## src/rtl/fifo_wr_arbiter.sv

```systemverilog
// fifo_wr_arbiter: round-robin burst arbiter sharing one Fifo write port among NREQ producers.
// Latency: grant registered one edge after a valid request is seen in IDLE; write path is combinational.
// Backpressure: fifo_full gates req_ready/fifo_wrreq combinationally; grant and burst count hold while full.
module fifo_wr_arbiter #(
   parameter int NREQ     = 4,
   parameter int BW       = 32,
   parameter int MAXBURST = 16
) (
   input  logic                clock,
   input  logic                reset_n,
   input  logic [NREQ-1:0]     req_valid,
   input  logic [NREQ*BW-1:0]  req_data,
   input  logic [NREQ-1:0]     req_last,
   output logic [NREQ-1:0]     req_ready,
   output logic [BW-1:0]       fifo_data,
   output logic                fifo_wrreq,
   input  logic                fifo_full,
   output logic [NREQ-1:0]     grant,
   output logic                busy
);

   localparam int IW = $clog2(NREQ);
   localparam int CW = $clog2(MAXBURST + 1);

   typedef enum logic {
      IDLE  = 1'b0,
      GRANT = 1'b1
   } state_t;

   state_t          state_q, state_d;
   logic [IW-1:0]   owner_q, owner_d;
   logic [IW-1:0]   rr_ptr_q, rr_ptr_d;
   logic [IW-1:0]   pick;
   logic [NREQ-1:0] grant_q, grant_d;
   logic [CW-1:0]   burst_cnt_q, burst_cnt_d;
   logic            xfer;
   logic            rel;

   // Round-robin pick: scan rr_ptr+1 .. rr_ptr+NREQ; scanning backwards lets the nearest valid index win.
   always_comb begin
      pick = rr_ptr_q;
      for (int k = NREQ; k >= 1; k--) begin
         if (req_valid[(int'(rr_ptr_q) + k) % NREQ]) begin
            pick = IW'((int'(rr_ptr_q) + k) % NREQ);
         end
      end
   end

   // A word moves only when the owner offers one and the Fifo has room; release on last word or burst cap.
   always_comb begin
      xfer = (state_q == GRANT) && req_valid[owner_q] && !fifo_full;
      rel  = xfer && (req_last[owner_q] || (burst_cnt_q == CW'(MAXBURST - 1)));
   end

   // State register: owner, grant, burst count and round-robin pointer all live here.
   always_ff @(posedge clock or negedge reset_n) begin
      if (!reset_n) begin
         state_q     <= IDLE;
         owner_q     <= '0;
         grant_q     <= '0;
         burst_cnt_q <= '0;
         rr_ptr_q    <= IW'(NREQ - 1);
      end else begin
         state_q     <= state_d;
         owner_q     <= owner_d;
         grant_q     <= grant_d;
         burst_cnt_q <= burst_cnt_d;
         rr_ptr_q    <= rr_ptr_d;
      end
   end

   // Next-state logic: grant in IDLE, count and release in GRANT (full simply stalls xfer).
   always_comb begin
      state_d     = state_q;
      owner_d     = owner_q;
      grant_d     = grant_q;
      burst_cnt_d = burst_cnt_q;
      rr_ptr_d    = rr_ptr_q;
      case (state_q)
         IDLE: begin
            if (|req_valid) begin
               state_d     = GRANT;
               owner_d     = pick;
               grant_d     = {{(NREQ-1){1'b0}}, 1'b1} << pick;
               burst_cnt_d = '0;
            end
         end
         GRANT: begin
            if (rel) begin
               state_d     = IDLE;
               rr_ptr_d    = owner_q;
               grant_d     = '0;
               burst_cnt_d = '0;
            end else if (xfer) begin
               burst_cnt_d = burst_cnt_q + 1'b1;
            end
         end
         default: begin
            state_d = IDLE;
         end
      endcase
   end

   // Outputs: only the owner sees ready and drives the Fifo; everything reads 0 in IDLE and in reset.
   always_comb begin
      req_ready  = '0;
      fifo_data  = '0;
      fifo_wrreq = xfer;
      grant      = grant_q;
      busy       = (state_q == GRANT);
      if (state_q == GRANT) begin
         req_ready = fifo_full ? '0 : grant_q;
         fifo_data = req_data[owner_q*BW +: BW];
      end
   end

endmodule

```

## config.mk

```make
export PLATFORM = sky130hd
export DESIGN_NAME = fifo_wr_arbiter
export DESIGN_NICKNAME = d
export VERILOG_FILES = /design/src/rtl/fifo_wr_arbiter.sv
export SDC_FILE = /design/constraint.sdc
export NUM_CORES = 1
export LEC_CHECK = 0
export ABC_CLOCK_PERIOD_IN_PS = 5300
export BUFFER_PORTS_ARGS = -buffer_cell sky130_fd_sc_hd__buf_2
export CAP_MARGIN = 20
export CELL_PAD_IN_SITES_DETAIL_PLACEMENT = 0
export CELL_PAD_IN_SITES_GLOBAL_PLACEMENT = 1
export CORE_MARGIN = 4
export CORE_UTILIZATION = 28
export CTS_BUF_LIST = sky130_fd_sc_hd__clkbuf_8
export CTS_CLUSTER_SIZE = 24
export DETAILED_ROUTE_END_ITERATION = 16
export PLACE_DENSITY = 0.92
export SYNTH_ARGS = -nofsm -noshare
export SYNTH_HDL_FRONTEND = slang
export SYNTH_SLANG_ARGS = --single-unit
```

## constraint.sdc

```tcl
create_clock -name clock -period 5.3 [get_ports clock]
set_clock_uncertainty 0.05 [all_clocks]
set_input_delay 1.59 -clock clock [delete_from_list [all_inputs] [get_ports clock]]
set_output_delay 1.59 -clock clock [all_outputs]
set_load 0.02 [all_outputs]
```

==> flow_summary.yaml, run 1 <==
status:
  status: "finished, final reports clean"
pwr:
  power_density_nw_per_um2: 516
  peakVddDrop_uv: 340
  leakage_nw: 1.46
route:
  drtAntennaViolNets: 0
  wirelength_mm: 6.81
  via_per_inst: 4.93
  wl_per_cell_um: 16.8
  drc: 0
  vias: 1993
  drtIter0Drc: 68
  dr.pass1.iters: 4
critical_path:
  cp_max_fo: 6
  crit_buf_inv: 3
  r2r_slack_ps: 3020
  cp_slowest_cell: "mux2_2"
  timing.critical_path.cells: "buf_2 > mux2_2 > a22oi_4 > inv_2 > buf_2"
  startpoint: "req_valid[3]"
  critPathTopFamily: "buffers and inverters"
  setup.worst_path.start_class: "input pin"
  worstSetupEndpoint: "fifo_wrreq"
  cp-end-kind: "output pin"
  rr_endpoint: "rr_ptr_q[0]$_DFFE_PN1P_"
  cp.arrival_ps: 2520
  worstReg2RegStart: "owner_q[1]$_DFFE_PN0P_"
  cp.required_ps: 3660
  reg2reg_depth: 5
  crit_type: "in -> out"
  path_common_cell: "buf_2"
  critPathMaxStageDelay_ps: 290
  cp.depth: 5
synth:
  syn_area_per_cell_um2: 12.1
  ys_top_cells_by_area: "mux4_2, dfrtp_1, and2_1, dfstp_2, a22oi_4"
  synth_edf_count: 0
  yosys_warnings: 0
  synthArstFlopShare_pct: 100
  synth_top_area_share_pct: 39.3
  synthFlopType: "dfrtp_1"
  synth_seq_cells: 14
  synth_area_um2: 1830
  ys_seq_area_share_pct: 19.2
  ys_types: 42
  synth_cells: 152
  yosysTopAreaCell: "mux4_2"
  syn-num-nets: 293
die:
  io_pins: 181
  initial_utilization_pct: 28.9
  die_x_um: 88.9
  core_um2: 6350
  die_h_um: 88.9
  dieArea_um2: 7900
  rows: 29
placed_design:
  finalWeightedCongestion: 0.815
  dp.final_hpwl_mm: 5.82
  port_buffers: 180
  dp_cells: 399
timing:
  slew_headroom_pct: 33.6
  rsz0062_at_grt: "false"
  setup_viol: 0
  hold_viol_final: 0
  finalCriticalPeriod_ps: 4160
  tns_ps: 0
  fmax_mhz: 240
  hold_slack_ps: 454
  finalCritPeriodShare_pct: 78.5
  report.final.slew_viol_count: 0
  tightestPinTransition_ps: 996
finish:
  nets: 468
  n_fill_cell: 604
  area_growth_pct: 54.7
  final_cell_mix: "buf_2, and2_1, mux4_2"
  final_cells: 404
  drive_above_1_share_pct: 71.2
  final_common_cell: "buf_2"
cts:
  clk_latency_ps: 240
  cts_resized: 0
  cts.sink_count: 14
  cts.reportedPaths.clkPinSlew_ps: 60
  clockBufferDepth: 2
  cts_made_buffers: 3
  post-cts-setup-buffers: 0
  clockRootBuffer: "clkbuf_8"
  holdBufCountCts: 0
  cts_max_level: 1
  cts_tree: "yes"
run:
  drv_cap: 0
grt:
  grt_pass1_vias: 1966
  antenna_found_initial: 0
  grt_max_degree: 39
  grt_pass1_wl_mm: 9.72
  grt_usage_pct: 15.6
  grt_remaining_overflow: 0
min_path:
  worstHoldPathCells: 1
  hp-class: "reg -> reg"
cell usage after synthesis (2+ instances only):
library cell / count
dfrtp_1: 12
mux4_2: 32
mux2i_1: 3
a22o_1: 4
a22oi_4: 2
nand2_1: 4
inv_1: 3
clkbuf_1: 6
ha_1: 2
nand2b_1: 2
nor2_1: 6
nor3_1: 3
o2bb2ai_1: 2
buf_4: 2
buf_6: 2
and2_1: 36
dfstp_2: 2
mux2_1: 2
buf_2: 2
mux2_2: 3
layout make-up:
| type | instances | area [um^2] | area share, % |
|---|---|---|---|
| Multi-Input combinational cell | 122 | 1400 | 49.2 |
| Timing Repair Buffer | 182 | 928 | 32.7 |
| Antenna cell | 1 | 2.50 | 0.0882 |
| Clock inverter | 1 | 3.75 | 0.132 |
| Sequential cell | 14 | 354 | 12.5 |
| Tap cell | 77 | 96.3 | 3.40 |
| Inverter | 4 | 15.0 | 0.529 |
| Clock buffer | 3 | 41.3 | 1.46 |
registers in the layout (all words and copies together), names as in the netlist:
signal,flops
busy,1
grant,4
burst_cnt_q,5
owner_q,2
rr_ptr_q,2
kinds of logic (layout without fill, tap and decap cells):
family / Yosys count / in the layout / synth area share (%)
compound gates: 16 / 16 / 9.01
xor+xnor: 1 / 1 / 0.478
fa+ha+maj: 2 / 2 / 1.36
buf+inv: 16 / 190 / 4.64
flops: 14 / 14 / 19.2
mux: 41 / 41 / 44.8
other cells: 0 / 1 / 0
simple gates: 62 / 62 / 20.4
stage by stage:
step	total power, mW	setup WS [ps]	cell area, um^2	utilization (%)
finish	1.46	1140	2840	44.7
global route	1.58	1090	2830	44.6
CTS	1.49	1140	2830	44.6
detailed placement	1.39	1140	2790	43.9
global placement	1.36	1150	2770	43.6
floorplan	1.08	1410	1830	-
worst register-to-register path: cells and delay by family, from the launching register on:
family,cells,cell delay [ps]
and+or+nand+nor,2,350
AOI/OAI and AO/OA,1,140
buffers and inverters,1,390
muxes,1,330
DFF,1,940
where the power goes:
| part | switching, mW | leakage [nW] | internal (mW) | total (mW) |
|---|---|---|---|---|
| clock network | 0.0366 | 0.0269 | 0.0512 | 0.0878 |
| registers | 0.116 | 0.174 | 0.148 | 0.265 |
| logic | 0.551 | 1.26 | 0.562 | 1.11 |
| total | 0.704 | 1.46 | 0.761 | 1.46 |
routing by layer:
metal / track usage, % / vias to the layer above / share of wire (%)
met4: 2.75 / 0 / 1.9
met3: 1.84 / 11 / 8.5
met1: 19.9 / 943 / 38
met2: 28.7 / 97 / 52
li1: - / 942 / -
met5: 0 / - / 0
worst min path at each step:
stage                                from                    endpoint  slack (ps)
2_1_floorplan  burst_cnt_q[4]$_DFFE_PN0P_  burst_cnt_q[4]$_DFFE_PN0P_         420
3_3_place_gp   burst_cnt_q[4]$_DFFE_PN0P_  burst_cnt_q[4]$_DFFE_PN0P_         440
3_5_place_dp   burst_cnt_q[4]$_DFFE_PN0P_  burst_cnt_q[4]$_DFFE_PN0P_         450
4_1_cts        burst_cnt_q[4]$_DFFE_PN0P_  burst_cnt_q[4]$_DFFE_PN0P_         460
5_1_grt        burst_cnt_q[4]$_DFFE_PN0P_  burst_cnt_q[4]$_DFFE_PN0P_         480
6_report       burst_cnt_q[4]$_DFFE_PN0P_  burst_cnt_q[4]$_DFFE_PN0P_         450
No activity file was read; power rests on OpenSTA's default activity.
==> run 2: changes to the inputs <==
Settings changed: ABC_CLOCK_PERIOD_IN_PS 5300 to 4200, CORE_UTILIZATION 28 to 26, PLACE_DENSITY 0.92 to 0.87.
Clock period 5.3 ns to 4.2 ns, I/O delays scaled along.
==> flow_summary.yaml, run 2 (synthesis gave the netlist of run 1 again) <==
status:
  status: "finished, final reports clean"
grt:
  globalRouteMet1Util_pct: 18.1
  grt_usage_pct: 15.5
  grt_remaining_overflow: 0
  antenna_found_initial: 0
  grt_max_degree: 23
  grt_pass1_wl_mm: 10.5
  gr-max-usage-layer: "met2"
  met3_usage_pct: 2.87
  grt_pass1_vias: 2086
  use_met2_pct: 29.1
route:
  wl_per_cell_um: 16.3
  drc: 0
  wirelength_mm: 6.90
  drtIter0Drc: 49
  dr.pass1.iters: 4
  vias: 2010
  via_per_inst: 4.74
  drtAntennaViolNets: 0
cts:
  post-cts-setup-buffers: 0
  cts_tree: "yes"
  cts.sink_count: 14
  clk_latency_ps: 250
  cts_max_level: 1
  cts.reportedPaths.clkPinSlew_ps: 60
  clockRootBuffer: "clkbuf_8"
  cts_made_buffers: 3
  holdBufCountCts: 0
  cts_resized: 0
  clockBufferDepth: 2
timing:
  slew_headroom_pct: 49.1
  finalCritPeriodShare_pct: 83.4
  hold_slack_ps: 453
  finalCriticalPeriod_ps: 3500
  fmax_mhz: 286
  setup_viol: 0
  hold_viol_final: 0
  report.final.slew_viol_count: 0
  rsz0062_at_grt: "false"
  tns_ps: 0
  tightestPinTransition_ps: 764
placed_design:
  port_buffers: 180
  dp.final_hpwl_mm: 6.02
  finalWeightedCongestion: 0.832
critical_path:
  cp_max_fo: 6
  timing.critical_path.cells: "buf_2 > mux2_2 > a22oi_4 > inv_2 > buf_2"
  setup.worst_path.start_class: "input pin"
  crit_type: "in -> out"
  cp.arrival_ps: 2190
  cp_slowest_cell: "mux2_2"
  path_common_cell: "buf_2"
  critPathMaxStageDelay_ps: 290
  cp.required_ps: 2890
  cp-end-kind: "output pin"
pwr:
  power_frac_comb_pct: 79.3
  power_density_nw_per_um2: 650
  p_int_mw: 0.983
  power_frac_seq_pct: 14.6
  p_switching_mw: 0.894
  leakage_nw: 1.47
  netSwitchingFraction_pct: 47.6
  clockPowerShare_pct: 6.1
  peakVddDrop_uv: 339
finish:
  drive_above_1_share_pct: 71.3
  final_cell_mix: "buf_2, and2_1, mux4_2"
  regMostFlops: "burst_cnt_q"
  area_growth_pct: 57.4
  n_fill_cell: 679
  final_common_cell: "buf_2"
  largest_reg_flops: 5
  nets: 470
  num_antenna_cells: 0
die:
  die_x_um: 92.0
  io_pins: 181
  die_h_um: 92.0
  dieArea_um2: 8460
  rows: 30
  initial_utilization_pct: 26.8
  core_um2: 6830
min_path:
  hp-class: "reg -> reg"
run:
  drv_cap: 0
## run 2: cell count changes in the layout (fill, tap and decap cells not counted)
cell     delta
buf_4       +1
diode_2     -1
buf_12      +1
## run 2: stage by stage
step	std cells	total power [mW]	setup WS [ps]	utilization (%)	instance area, um^2
2_1_floorplan	152	1.36	970	-	1830
3_5_place_dp	420	1.79	687	41.6	2840
3_3_place_gp	420	1.76	712	41.6	2840
4_1_cts	424	1.90	685	42.2	2890
5_1_grt	424	2.03	640	42.2	2890
6_report	424	1.88	698	42.2	2890
## run 2: path summary, 6_finish.rpt
kind	start	to	cells after the start	slack (ps)
worst max register to register	owner_q[1]$_DFFE_PN0P_	rr_ptr_q[1]$_DFFE_PN1P_	5	2040
max in group asynchronous	reset_n	rr_ptr_q[1]$_DFFE_PN1P_	1	2970
worst max-delay path	req_valid[3]	fifo_wrreq	5	700
min in group asynchronous	reset_n	grant[2]$_DFFE_PN0P_	1	840
worst min-delay path	burst_cnt_q[4]$_DFFE_PN0P_	burst_cnt_q[4]$_DFFE_PN0P_	1	450
worst min register to register	burst_cnt_q[4]$_DFFE_PN0P_	burst_cnt_q[4]$_DFFE_PN0P_	1	450
## run 2: worst max-delay path, delay by kind of cell
kind            cells  cell delay [ps]
compound gates      1              210
buf+inv             3              420
mux                 1              290
## run 2: cell type report
class,instances,area (um^2),share of cell area (%)
flip-flops and latches,14,354,12.3
clock buffers,3,41.3,1.43
multi-input cells,122,1400,48.4
clock inverters,1,3.75,0.130
repair buffers,184,956,33.1
well taps,96,120,4.16
inverters,4,15.0,0.520
## run 2: power groups by stage
| stage | logic [mW] | registers [mW] | clock network, mW |
|---|---|---|---|
| after CTS | 1.51 | 0.278 | 0.116 |
| after floorplan | 1.12 | 0.241 | 0 |
| after global placement | 1.49 | 0.275 | 0 |
| after detailed placement | 1.51 | 0.280 | 0 |
| after global routing | 1.62 | 0.289 | 0.120 |
| final | 1.49 | 0.274 | 0.114 |
## run 2: per-layer routing
| metal | share of wire [%] | vias up |
|---|---|---|
| li1 | - | 948 |
| met1 | 39 | 960 |
| met2 | 52 | 95 |
| met3 | 7.7 | 7 |
| met4 | 1.4 | 0 |
| met5 | 0 | - |
==> run 3: changes to the inputs <==
Settings changed: ABC_CLOCK_PERIOD_IN_PS 4200 to 3530.
Clock period 4.2 ns to 3.53 ns, I/O delays scaled along.
==> flow_summary.yaml, run 3 (synthesis gave the netlist of run 1 again) <==
status:
  status: "finished, final reports clean"
cts:
  clk_latency_ps: 240
  cts_made_buffers: 3
  cts_max_level: 1
  cts.reportedPaths.clkPinSlew_ps: 60
  post-cts-setup-buffers: 0
  cts.sink_count: 14
  cts_resized: 0
  clockBufferDepth: 2
  holdBufCountCts: 0
  clockRootBuffer: "clkbuf_8"
  cts_tree: "yes"
route:
  drtIter0Drc: 58
  wl_per_cell_um: 16.3
  drtAntennaViolNets: 0
  drc: 0
  wirelength_mm: 6.89
  vias: 2009
  dr.pass1.iters: 4
  via_per_inst: 4.75
die:
  io_pins: 181
  initial_utilization_pct: 26.8
  die_x_um: 92.0
  rows: 30
  die_h_um: 92.0
  core_um2: 6830
  dieArea_um2: 8460
critical_path:
  cp_slowest_cell: "dfrtp_2"
  cp-end-kind: "output pin"
  r2r_slack_ps: 1520
  cp.arrival_ps: 2080
  worstReg2RegStart: "owner_q[0]$_DFFE_PN0P_"
  critPathMaxStageDelay_ps: 710
  cp_max_fo: 22
  crit_type: "reg -> out"
  reg2reg_depth: 6
  rr_endpoint: "rr_ptr_q[1]$_DFFE_PN1P_"
  cp.required_ps: 2420
  timing.critical_path.cells: "buf_12 > mux4_2 > and2_1 > buf_2"
  setup.worst_path.start_class: "register"
finish:
  regMostFlops: "burst_cnt_q"
  multiInputGateArea_um2: 1400
  final_common_cell: "buf_2"
  largest_reg_flops: 5
  drive_above_1_share_pct: 71.3
  final_cell_mix: "buf_2, and2_1, mux4_2"
  regArea_um2: 354
  nets: 469
  num_antenna_cells: 0
  area_growth_pct: 56.3
  n_fill_cell: 705
grt:
  grt_max_degree: 35
  antenna_found_initial: 0
  grt_pass1_wl_mm: 10.6
  grt_usage_pct: 15.5
  grt_pass1_vias: 2104
  grt_remaining_overflow: 0
pwr:
  power_density_nw_per_um2: 767
  peakVddDrop_uv: 385
  leakage_nw: 1.46
placed_design:
  port_buffers: 180
  dp.final_hpwl_mm: 5.99
  finalWeightedCongestion: 0.840
  pre_cts_ws_ps: 433
timing:
  hold_viol_final: 0
  finalCriticalPeriod_ps: 3190
  setup_viol: 0
  report.final.slew_viol_count: 0
  tightestPinTransition_ps: 614
  rsz0062_at_grt: "false"
  tns_ps: 0
  finalCritPeriodShare_pct: 90.3
  fmax_mhz: 314
  setup_ws_ps: 342
  slew_headroom_pct: 58.7
min_path:
  worstHoldPathCells: 1
  hp-class: "reg -> reg"
  whs_endpoint: "grant[2]$_DFFE_PN0P_"
  hold_path_startpoint: "grant[2]$_DFFE_PN0P_"
run:
  drv_cap: 0
[run 3: cell types whose count changed in the layout (fill, tap and decap cells not counted), sizes merged]
cell / change
buf: -1
[run 3: power by group]
group,internal (mW),switching [mW],leakage (nW)
Combinational,0.846,0.875,1.26
Clock,0.0766,0.0522,0.0269
Sequential,0.224,0.122,0.174
Total,1.15,1.05,1.46
[run 3: layout make-up]
| cell class | instances | share of cell area [%] |
|---|---|---|
| flip-flops and latches | 14 | 12.4 |
| inverters | 4 | 0.524 |
| clock inverters | 1 | 0.131 |
| clock buffers | 3 | 1.44 |
| multi-input cells | 122 | 48.7 |
| well taps | 96 | 4.19 |
| repair buffers | 183 | 32.7 |
[run 3: critical path: cells and delay by family, from the launching register on]
kind | cells | cell delay, ps
multiplexers | 1 | 530
buffers and inverters | 2 | 420
flip-flops | 1 | 710
AND/OR/NAND/NOR | 1 | 160
[run 3: worst max-delay path by stage]
stage                           startpoint            end  cells after the start  slack, ps
CTS                 owner_q[0]$_DFFE_PN0P_  fifo_data[21]                      4        280
global placement              req_valid[3]     fifo_wrreq                      5        450
detailed placement            req_valid[3]     fifo_wrreq                      5        430
global route        owner_q[0]$_DFFE_PN0P_  fifo_data[25]                      4        190
floorplan                     req_data[96]   fifo_data[0]                      2        700
finish              owner_q[0]$_DFFE_PN0P_  fifo_data[25]                      4        340
[run 3: routing by layer]
metal | track usage [%] | share of wire [%] | up-vias
li1 | - | - | 942
met1 | 18.3 | 38 | 969
met2 | 29.7 | 53 | 92
met3 | 2.46 | 7.0 | 6
met4 | 2.60 | 1.2 | 0
met5 | 0 | 0 | -
[run 3: through the flow]
step	hold WS (ps)	cell area, um^2	util [%]	instances	power [mW]
4_1_cts	466	2870	41.9	423	2.24
3_3_place_gp	441	2820	41.3	419	2.07
5_1_grt	486	2870	41.9	423	2.38
2_1_floorplan	423	1830	-	152	1.62
3_5_place_dp	446	2820	41.3	419	2.10
6_report	460	2870	41.9	423	2.20
